### src/rtl/tdc_thermo_decoder_pkg.sv
// Shared TDC channel defaults and elaboration helpers for the thermometer decoder.
package tdc_thermo_decoder_pkg;

    localparam int unsigned DEF_NUM_TAPS      = 240;
    localparam int unsigned DEF_HALF_NUM_TAPS = DEF_NUM_TAPS / 2;
    localparam int unsigned DEF_WRAP_OFFSET   = 240;
    localparam int unsigned DEF_BITS_DECO     = 8;
    localparam int unsigned DEF_STRIDE        = 2;
    localparam int unsigned DEF_ERR_W         = 16;
    localparam int unsigned DEF_CHUNK         = 16;

    function automatic int unsigned ceil_div(input int unsigned a, input int unsigned b);
        return (a + b - 1) / b;
    endfunction

    // Bits needed to hold a count from 0 to n inclusive.
    function automatic int unsigned cnt_width(input int unsigned n);
        return $clog2(n + 1);
    endfunction

endpackage

### src/rtl/tdc_thermo_decoder_if.sv
// Sample-in / bin-out bundle between the capture flops and the fine/coarse combiner.
interface tdc_thermo_decoder_if
    import tdc_thermo_decoder_pkg::*;
#(
    parameter int unsigned NUM_TAPS  = DEF_NUM_TAPS,
    parameter int unsigned BITS_DECO = DEF_BITS_DECO,
    parameter int unsigned ERR_W     = DEF_ERR_W
);

    logic                 sample_valid;
    logic [NUM_TAPS-1:0]  sample;
    logic                 bin_valid;
    logic [BITS_DECO-1:0] bin;
    logic                 edge_right;
    logic                 no_edge;
    logic [ERR_W-1:0]     err_count;

    modport master (
        output sample_valid, sample,
        input  bin_valid, bin, edge_right, no_edge, err_count
    );

    modport slave (
        input  sample_valid, sample,
        output bin_valid, bin, edge_right, no_edge, err_count
    );

endinterface

### src/rtl/tdc_popcount_chunk.sv
// Combinational popcount of one CHUNK-wide slice of the delay-line sample.
module tdc_popcount_chunk #(
    parameter int unsigned CHUNK = 16,
    parameter int unsigned CNT_W = $clog2(CHUNK + 1)
) (
    input  logic [CHUNK-1:0] bits,
    output logic [CNT_W-1:0] count
);

    always_comb begin
        count = '0;
        for (int unsigned i = 0; i < CHUNK; i++) begin
            count = count + CNT_W'(bits[i]);
        end
    end

endmodule

### src/rtl/tdc_thermo_decoder.sv
// Three-stage thermometer-to-bin decoder: capture, partial/side counts, fold and flag.
module tdc_thermo_decoder
    import tdc_thermo_decoder_pkg::*;
#(
    parameter int unsigned NUM_TAPS    = DEF_NUM_TAPS,
    parameter int unsigned BITS_DECO   = DEF_BITS_DECO,
    parameter int unsigned STRIDE      = DEF_STRIDE,
    parameter int unsigned WRAP_OFFSET = DEF_WRAP_OFFSET,
    parameter int unsigned ERR_W       = DEF_ERR_W,
    parameter int unsigned CHUNK       = DEF_CHUNK
) (
    input logic                  clk,
    input logic                  rst,
    tdc_thermo_decoder_if.slave  bus
);

    localparam int unsigned HALF       = NUM_TAPS / 2;
    localparam int unsigned NUM_CHUNKS = ceil_div(NUM_TAPS, CHUNK);
    localparam int unsigned PAD_W      = NUM_CHUNKS * CHUNK;
    localparam int unsigned CNT_W      = cnt_width(CHUNK);

    // S1: capture
    logic                s1_valid_q;
    logic [NUM_TAPS-1:0] s1_sample_q;

    always_ff @(posedge clk) begin
        if (rst) begin
            s1_valid_q <= 1'b0;
        end else begin
            s1_valid_q <= bus.sample_valid;
        end
        if (bus.sample_valid) begin
            s1_sample_q <= bus.sample;
        end
    end

    // S2: partial popcounts plus strided left/right side counts
    logic [PAD_W-1:0]     padded;
    logic [CNT_W-1:0]     part_d [NUM_CHUNKS];
    logic [CNT_W-1:0]     part_q [NUM_CHUNKS];
    logic [BITS_DECO-1:0] left_d, right_d;
    logic [BITS_DECO-1:0] left_q, right_q;
    logic                 s2_valid_q;

    always_comb begin
        padded                 = '0;
        padded[NUM_TAPS-1:0]   = s1_sample_q;
    end

    for (genvar k = 0; k < NUM_CHUNKS; k++) begin : g_chunk
        tdc_popcount_chunk #(
            .CHUNK (CHUNK),
            .CNT_W (CNT_W)
        ) u_chunk (
            .bits  (padded[k*CHUNK +: CHUNK]),
            .count (part_d[k])
        );
    end

    always_comb begin
        left_d  = '0;
        right_d = '0;
        for (int unsigned j = 0; j < NUM_TAPS; j += STRIDE) begin
            if (j < HALF) begin
                left_d = left_d + BITS_DECO'(s1_sample_q[j]);
            end else begin
                right_d = right_d + BITS_DECO'(s1_sample_q[j]);
            end
        end
    end

    always_ff @(posedge clk) begin
        if (rst) begin
            s2_valid_q <= 1'b0;
        end else begin
            s2_valid_q <= s1_valid_q;
        end
        if (s1_valid_q) begin
            part_q  <= part_d;
            left_q  <= left_d;
            right_q <= right_d;
        end
    end

    // S3: sum partials, pick the edge side, fold right-side edges
    logic [BITS_DECO-1:0] ones;
    logic                 right_side;
    logic                 no_edge_d;
    logic                 edge_right_d;
    logic [BITS_DECO-1:0] bin_d;

    always_comb begin
        ones = '0;
        for (int unsigned k = 0; k < NUM_CHUNKS; k++) begin
            ones = ones + BITS_DECO'(part_q[k]);
        end
        right_side   = (right_q >= left_q);
        no_edge_d    = (ones == '0) || (ones == BITS_DECO'(NUM_TAPS));
        bin_d        = ones;
        edge_right_d = right_side;
        if (no_edge_d) begin
            bin_d        = '0;
            edge_right_d = 1'b0;
        end else if (right_side && (ones <= BITS_DECO'(HALF))) begin
            // WRAP_OFFSET >= HALF keeps this from underflowing.
            bin_d        = BITS_DECO'(WRAP_OFFSET) - ones;
            edge_right_d = 1'b1;
        end
    end

    logic                 bin_valid_q;
    logic [BITS_DECO-1:0] bin_q;
    logic                 edge_right_q;
    logic                 no_edge_q;
    logic [ERR_W-1:0]     err_count_q;

    always_ff @(posedge clk) begin
        if (rst) begin
            bin_valid_q  <= 1'b0;
            bin_q        <= '0;
            edge_right_q <= 1'b0;
            no_edge_q    <= 1'b0;
            err_count_q  <= '0;
        end else begin
            bin_valid_q <= s2_valid_q;
            if (s2_valid_q) begin
                bin_q        <= bin_d;
                edge_right_q <= edge_right_d;
                no_edge_q    <= no_edge_d;
                if (no_edge_d && !(&err_count_q)) begin
                    err_count_q <= err_count_q + ERR_W'(1);
                end
            end
        end
    end

    assign bus.bin_valid  = bin_valid_q;
    assign bus.bin        = bin_q;
    assign bus.edge_right = edge_right_q;
    assign bus.no_edge    = no_edge_q;
    assign bus.err_count  = err_count_q;

endmodule

### src/flat_wrapper.sv
// flat-port wrapper written by rule: the top's interface ports become plain ports
module tdc_thermo_decoder_flat import tdc_thermo_decoder_pkg::*;
#(
    parameter int unsigned NUM_TAPS    = DEF_NUM_TAPS,
    parameter int unsigned BITS_DECO   = DEF_BITS_DECO,
    parameter int unsigned STRIDE      = DEF_STRIDE,
    parameter int unsigned WRAP_OFFSET = DEF_WRAP_OFFSET,
    parameter int unsigned ERR_W       = DEF_ERR_W,
    parameter int unsigned CHUNK       = DEF_CHUNK
)
  (clk, rst, bus_sample_valid, bus_sample, bus_bin_valid, bus_bin, bus_edge_right, bus_no_edge, bus_err_count);
  tdc_thermo_decoder_if #(.NUM_TAPS(NUM_TAPS), .BITS_DECO(BITS_DECO), .ERR_W(ERR_W)) bus_i ();
  input logic clk;
  input logic rst;
  input wire logic [$bits(bus_i.sample_valid)-1:0] bus_sample_valid;
  input wire logic [$bits(bus_i.sample)-1:0] bus_sample;
  output wire logic [$bits(bus_i.bin_valid)-1:0] bus_bin_valid;
  output wire logic [$bits(bus_i.bin)-1:0] bus_bin;
  output wire logic [$bits(bus_i.edge_right)-1:0] bus_edge_right;
  output wire logic [$bits(bus_i.no_edge)-1:0] bus_no_edge;
  output wire logic [$bits(bus_i.err_count)-1:0] bus_err_count;
  assign bus_i.sample_valid = bus_sample_valid;
  assign bus_i.sample = bus_sample;
  assign bus_bin_valid = bus_i.bin_valid;
  assign bus_bin = bus_i.bin;
  assign bus_edge_right = bus_i.edge_right;
  assign bus_no_edge = bus_i.no_edge;
  assign bus_err_count = bus_i.err_count;
  tdc_thermo_decoder #(.NUM_TAPS(NUM_TAPS), .BITS_DECO(BITS_DECO), .STRIDE(STRIDE), .WRAP_OFFSET(WRAP_OFFSET), .ERR_W(ERR_W), .CHUNK(CHUNK)) u_core (.clk(clk), .rst(rst), .bus(bus_i));
endmodule
### config.mk
export PLATFORM = sky130hd
export DESIGN_NAME = tdc_thermo_decoder_flat
export DESIGN_NICKNAME = d
export VERILOG_FILES = /design/src/rtl/tdc_thermo_decoder_pkg.sv /design/src/rtl/tdc_thermo_decoder_if.sv /design/src/rtl/tdc_popcount_chunk.sv /design/src/rtl/tdc_thermo_decoder.sv /design/src/flat_wrapper.sv
export SDC_FILE = /design/constraint.sdc
export NUM_CORES = 1
export LEC_CHECK = 0
export CAP_MARGIN = 20
export CELL_PAD_IN_SITES_DETAIL_PLACEMENT = 2
export CELL_PAD_IN_SITES_GLOBAL_PLACEMENT = 2
export CORE_ASPECT_RATIO = 1.75
export CORE_MARGIN = 3
export CORE_UTILIZATION = 40
export CTS_BUF_LIST = sky130_fd_sc_hd__clkbuf_16
export DETAILED_ROUTE_END_ITERATION = 8
export PLACE_DENSITY = 0.8
export SETUP_SLACK_MARGIN = 0.1
export SYNTH_ARGS = -nofsm -noshare
export SYNTH_HDL_FRONTEND = slang
export SYNTH_SLANG_ARGS = --single-unit
export TNS_END_PERCENT = 1
### constraint.sdc
create_clock -name clk -period 7.2 [get_ports clk]
set_input_delay 1.44 -clock clk [delete_from_list [all_inputs] [get_ports clk]]
set_output_delay 1.44 -clock clk [all_outputs]
set_load 0.005 [all_outputs]
* Word level (Yosys, flattened, before mapping)
Index checks and enable logic that the tools add are counted.
Word-level totals: word-level logic and storage cells 398, register bits 360, input port bits 243
Operators by class: add/sub/neg operators 359, multiplexer cells 4, reductions and logical operators 7, equal/unequal tests 1, order comparisons 2
Operators with widths (number):
- $add 8x1->8 | 116
- $add 5x1->5 | 165
- $add 8x5->8 | 13
- $add 4x1->5 | 15
- $add 3x1->4 | 15
- $add 2x1->3 | 15
- $add 1x1->2 | 17
- $add 16x1->16 const B | 1
- $mux 8 | 2
- $reduce_and 16->1 | 1
- $eq 8x8->1 const B | 1
- $ge 8x8->1 | 1
- $le 8x7->1 const B | 1
- $logic_not 8->1 | 1
- $sub 8x8->8 const A | 1
- $add 5x5->6 | 1
- $logic_and 1x1->1 | 2
- $mux 1 | 2
- $reduce_and 2->1 | 1
- $logic_not 1->1 | 1
- $logic_or 1x1->1 | 1

* Depth between registers and ports, before layout
depth after elaboration 59, mapped depth 21, gate-level depth less buffers 21

* Hierarchy
From an unflattened synthesis, not the netlist that was laid out.
Unflattened totals: cell total of the unflattened synthesis 1802, area, all modules 23821.6 um^2
Modules (own cells, without submodules):
- tdc_thermo_decoder | instances 1, area each 16595.9 um^2, cells an instance 1022
- tdc_popcount_chunk | instances 15, area each 481.7 um^2, cells an instance 52

* Worst setup path before layout
Ideal clock, no wire load.
path kind register -> register, start point reg u_core.s1_sample_q[120] (netlist: u_core.padded[120]), end point reg u_core.right_q[6] (data pin), path buffers 0, path slack 841 ps, data arrival time 6102 ps, required time 6943 ps, clock period less this slack 6359 ps, setup time 257 ps, stages on the path, launching flop included 21, cell sequence edfxtp_1 > ha_1 > inv_1 > fa_1 > inv_1 > fa_1 > fa_1 > fa_1 > fa_1 > fa_1 > inv_1 > fa_1 > fa_1 > inv_1 > fa_1 > fa_1 > a21o_1 > a21oi_1 > nor2b_1 > o21ai_0 > nand2b_1
On the way: word-level cells in the longest chain between the ends 59
Ends and longest elaborated chain:
- from (decl) | RTL line tdc_thermo_decoder.sv:24 | logic [NUM_TAPS-1:0] s1_sample_q;
- from (signal assigned) | RTL line tdc_thermo_decoder.sv:33 | s1_sample_q <= bus.sample;
- $add 1x1->2 | RTL line tdc_thermo_decoder.sv:67 | right_d = right_d + BITS_DECO'(s1_sample_q[j]);
- $add 8x1->8 (58 in a row) | RTL line tdc_thermo_decoder.sv:67
- via u_core.right_d[6] | RTL line tdc_thermo_decoder.sv:41 | logic [BITS_DECO-1:0] left_d, right_d;
- to (signal assigned) | RTL line tdc_thermo_decoder.sv:81 | right_q <= right_d;
- to (decl) | RTL line tdc_thermo_decoder.sv:42 | logic [BITS_DECO-1:0] left_q, right_q;
The timed path passes the listed nets, and every way through them passes these cells. A chain may end at the register's enable or synchronous reset.

* Final worst setup path
Ends and elaborated chain as after synthesis.

==> impl_results.md <==
- Run status: complete, no violations
- Slowest stage delay, CP: roughly 0.58 ns
- Worst min path class: reg -> reg
- Maximum buffer depth of the clock tree: 3
- Synth top area cells: edfxtp_1, fa_1, inv_1
- Initial DRC count: roughly 420
- # Post-CTS Setup Buffers: 0
- Post-synth cell types: 45
- Total number of H-tree levels: 2
- CP arrival: ~7 ns
- Hpwl dp: approximately 48000 µm
- Syn_nets: roughly 2200
- Crit. Startpoint: u_core.padded[120]
- RSZ-0062 raised after global routing: no
- Total number of vias: about 12000
- Slew Viols, Final: 0
- Crit. End Element: flip-flop
- Yosys top cell by area: edfxtp_1
- GPL Wtd Cong: a little over 0.8
- Gr ovfl total: 0
- First-pass GRT wire length: a little under 90000 µm
- Most used cell, CP: fa_1
- Vias in the first global route: 15400
- Area of the multi-input gates: 9680 µm²
- Post-synth EDFFs: approximately 330
- Share of the synthesized area in the top cell type: 45.2%
- Largest net degree at the start of global routing: roughly 130
- Mapped cell area: around 22000 µm²
- Initial antenna violation count: 2
- CP Cell Sequence: ha_1 > inv_1 > fa_1 > inv_1 > fa_1 > fa_1 > fa_1 > fa_1 > fa_1 > inv_1 > fa_1 > fa_1 > inv_1 > fa_1 > fa_1 > a21o_1 > a21oi_2 > nor2b_1 > o21ai_0 > nand2b_1
- Antenna Nets Post-Route: 0
- Clk slew on worst S/H paths: around 0.060 ns
- Max-Cap Viols: 0
- Async S/R FF share, synth: 0%
- Hold_sp: u_core.bus.bin[2]
- Critical Path RT: about 7.5 ns
- CP Buf/Inv Count: 4
- Slew HR: 38.2%
- Max FO, Critical Path: 2
- Cells after Synth: 1531
- Pre-antenna DRT Iters: 4
- Area growth syn-to-layout: 22.1%
- IO Count: 270
- Clock buffer count from CTS: 38
- Skew final: about 0.018 ns
- Die Area: between 50000 and 60000 µm²
- Vias per cell: around 4.7
- GRT Util Overall: between 20% and 30%
- Post-route minimum period: about 6.9 ns
- Num rows: around 110
- Syn avg cell area: about 14 µm²
- Worst r2r src: u_core.padded[120]
- Setup crit start kind: flip-flop
- Register bit total from synthesis: around 360
- # DRC: 0
- Top-count cell post-synth: inv_1
- Worst slew pin tran: between 0.9 and 1 ns
- Wire per inst: approximately 23 µm
- Register area: about 10000 µm²
- Post-synth top flop: edfxtp_1
- Final period utilization: around 96%
- Initial Util: between 40 and 50%
- Root Driver: clkbuf_16
- Cts repair resizes: 0
- Setup TNS Final: 0 ns
- Max Fclk: about 0.15 GHz
- Clk_lat worst skew: 0.54 ns
- Die Height: between 300 and 400 µm
- Core Region: approximately 54000 µm²
- CTS Sinks: about 360
- Ys Warns: 0
- Crit path max-delay family: adder cells
- Register area share after synthesis: a little under half
- Share of cells above drive strength 1: under 10%
- Most frequent cells after synthesis: inv_1, edfxtp_1, fa_1
- Drt total wl: around 58000 µm
- Number of port buffers: around 270
- Worst Path Class, Setup: reg -> reg
- CTS tree: done
- Final setup vio count: 0
- Final hold vios: 0
- Post-CTS Hold Buffers: 0
- Slowest-stage cell, CP: fa_1
- Final nets: 2527
- Die Width: ~180 µm
- Fill cells: about 5000
## sequential cells by signal (all words and copies together), names as in the netlist
| signal | cells |
|---|---|
| u_core.bus.bin | 8 |
| u_core.s2_valid_q | 1 |
| u_core.s1_valid_q | 1 |
| u_core.bus.edge_right | 1 |
| u_core.right_q | 7 |
| u_core.bus.err_count | 16 |
| u_core.left_q | 7 |
| u_core.bus.no_edge | 1 |
| u_core.padded | 240 |
| u_core.bus.bin_valid | 1 |
| u_core.part_q | 75 |
## metrics by stage
stage / instance area [µm²] / util, % / instances / hold slack, ns / worst slack, ns
final: 26700 / 49.7 / 2555 / 0.474 / 0.305
after global routing: 26700 / 49.7 / 2554 / 0.508 / 0.115
after CTS: 26700 / 49.7 / 2552 / 0.486 / 0.244
after detailed placement: 25400 / 47.4 / 2484 / 0.471 / 0.310
after global placement: 25400 / 47.4 / 2484 / 0.465 / 0.587
after floorplan: 21900 / - / 1531 / 0.444 / 0.841
## layout make-up
| class | count | area share, % |
|---|---|---|
| well taps | 684 | 3.21 |
| clock inverters | 28 | 0.881 |
| diodes | 3 | 0.0281 |
| multi-input cells | 712 | 36.3 |
| clock buffers | 40 | 3.75 |
| repair buffers | 272 | 10.2 |
| flip-flops and latches | 358 | 39.2 |
| inverters | 458 | 6.44 |
## cells in the final DEF, fill, tap and decap left out, types with 5 or more instances in the layout
cell and instances:
dfxtp_1 28, nand2_1 19, nor2_1 17, nor3_1 6, ha_1 133, clkbuf_16 40, fa_1 311, o21ai_0 15
edfxtp_1 329, clkinv_1 9, clkinv_2 5, xnor2_1 43, or4_1 8, a21o_1 20, o21a_1 17, clkdlybuf4s50_1 268
o31ai_1 5, a21oi_1 33, nor2b_1 28, inv_1 463, xor2_1 8
## worst register-to-register path, stage by stage (launching register included)
cell and delay, ns:
edfxtp_1 0.44, ha_1 0.30, inv_1 0.04, fa_1 0.48
inv_1 0.07, fa_1 0.58, fa_1 0.48, fa_1 0.56
fa_1 0.44, fa_1 0.52, inv_1 0.05, fa_1 0.45
fa_1 0.50, inv_1 0.05, fa_1 0.41, fa_1 0.41
a21o_1 0.21, a21oi_2 0.19, nor2b_1 0.07, o21ai_0 0.24
nand2b_1 0.14
## cell families (layout without fill, tap and decap cells)
| family | after synthesis | in the layout | share of synthesized area (%) |
|---|---|---|---|
| adders and majority gates | 444 | 444 | 36.1 |
| AOI/OAI and AO/OA | 106 | 106 | 3.14 |
| other | 0 | 3 | 0 |
| DFF | 358 | 358 | 47.8 |
| muxes | 6 | 6 | 0.298 |
| and+or+nand+nor | 105 | 105 | 2.69 |
| buffers and inverters | 461 | 798 | 7.92 |
| xor gates and xnor gates | 51 | 51 | 2.04 |
## worst paths after layout
kind,endpoint,depth (start not counted),slack (ns)
hold reg to reg,u_core.bus.bin[2],2,0.47
setup reg to reg,u_core.right_q[6],20,0.31
setup / recovery,u_core.right_q[6],20,0.31
hold / removal,u_core.bus.bin[2],2,0.47
## per-layer routing
layer | vias up | part of all wire (%) | global-route usage [%]
li1 | 5450 | - | -
met1 | 6313 | 31 | 19.3
met2 | 283 | 61 | 43.2
met3 | 88 | 3.6 | 3.02
met4 | 0 | 4.2 | 8.51
met5 | - | 0 | 0
Power is left out: the tool's default activity adds up to more than one toggle a clock period on the data nets, which glitch-free logic cannot reach.
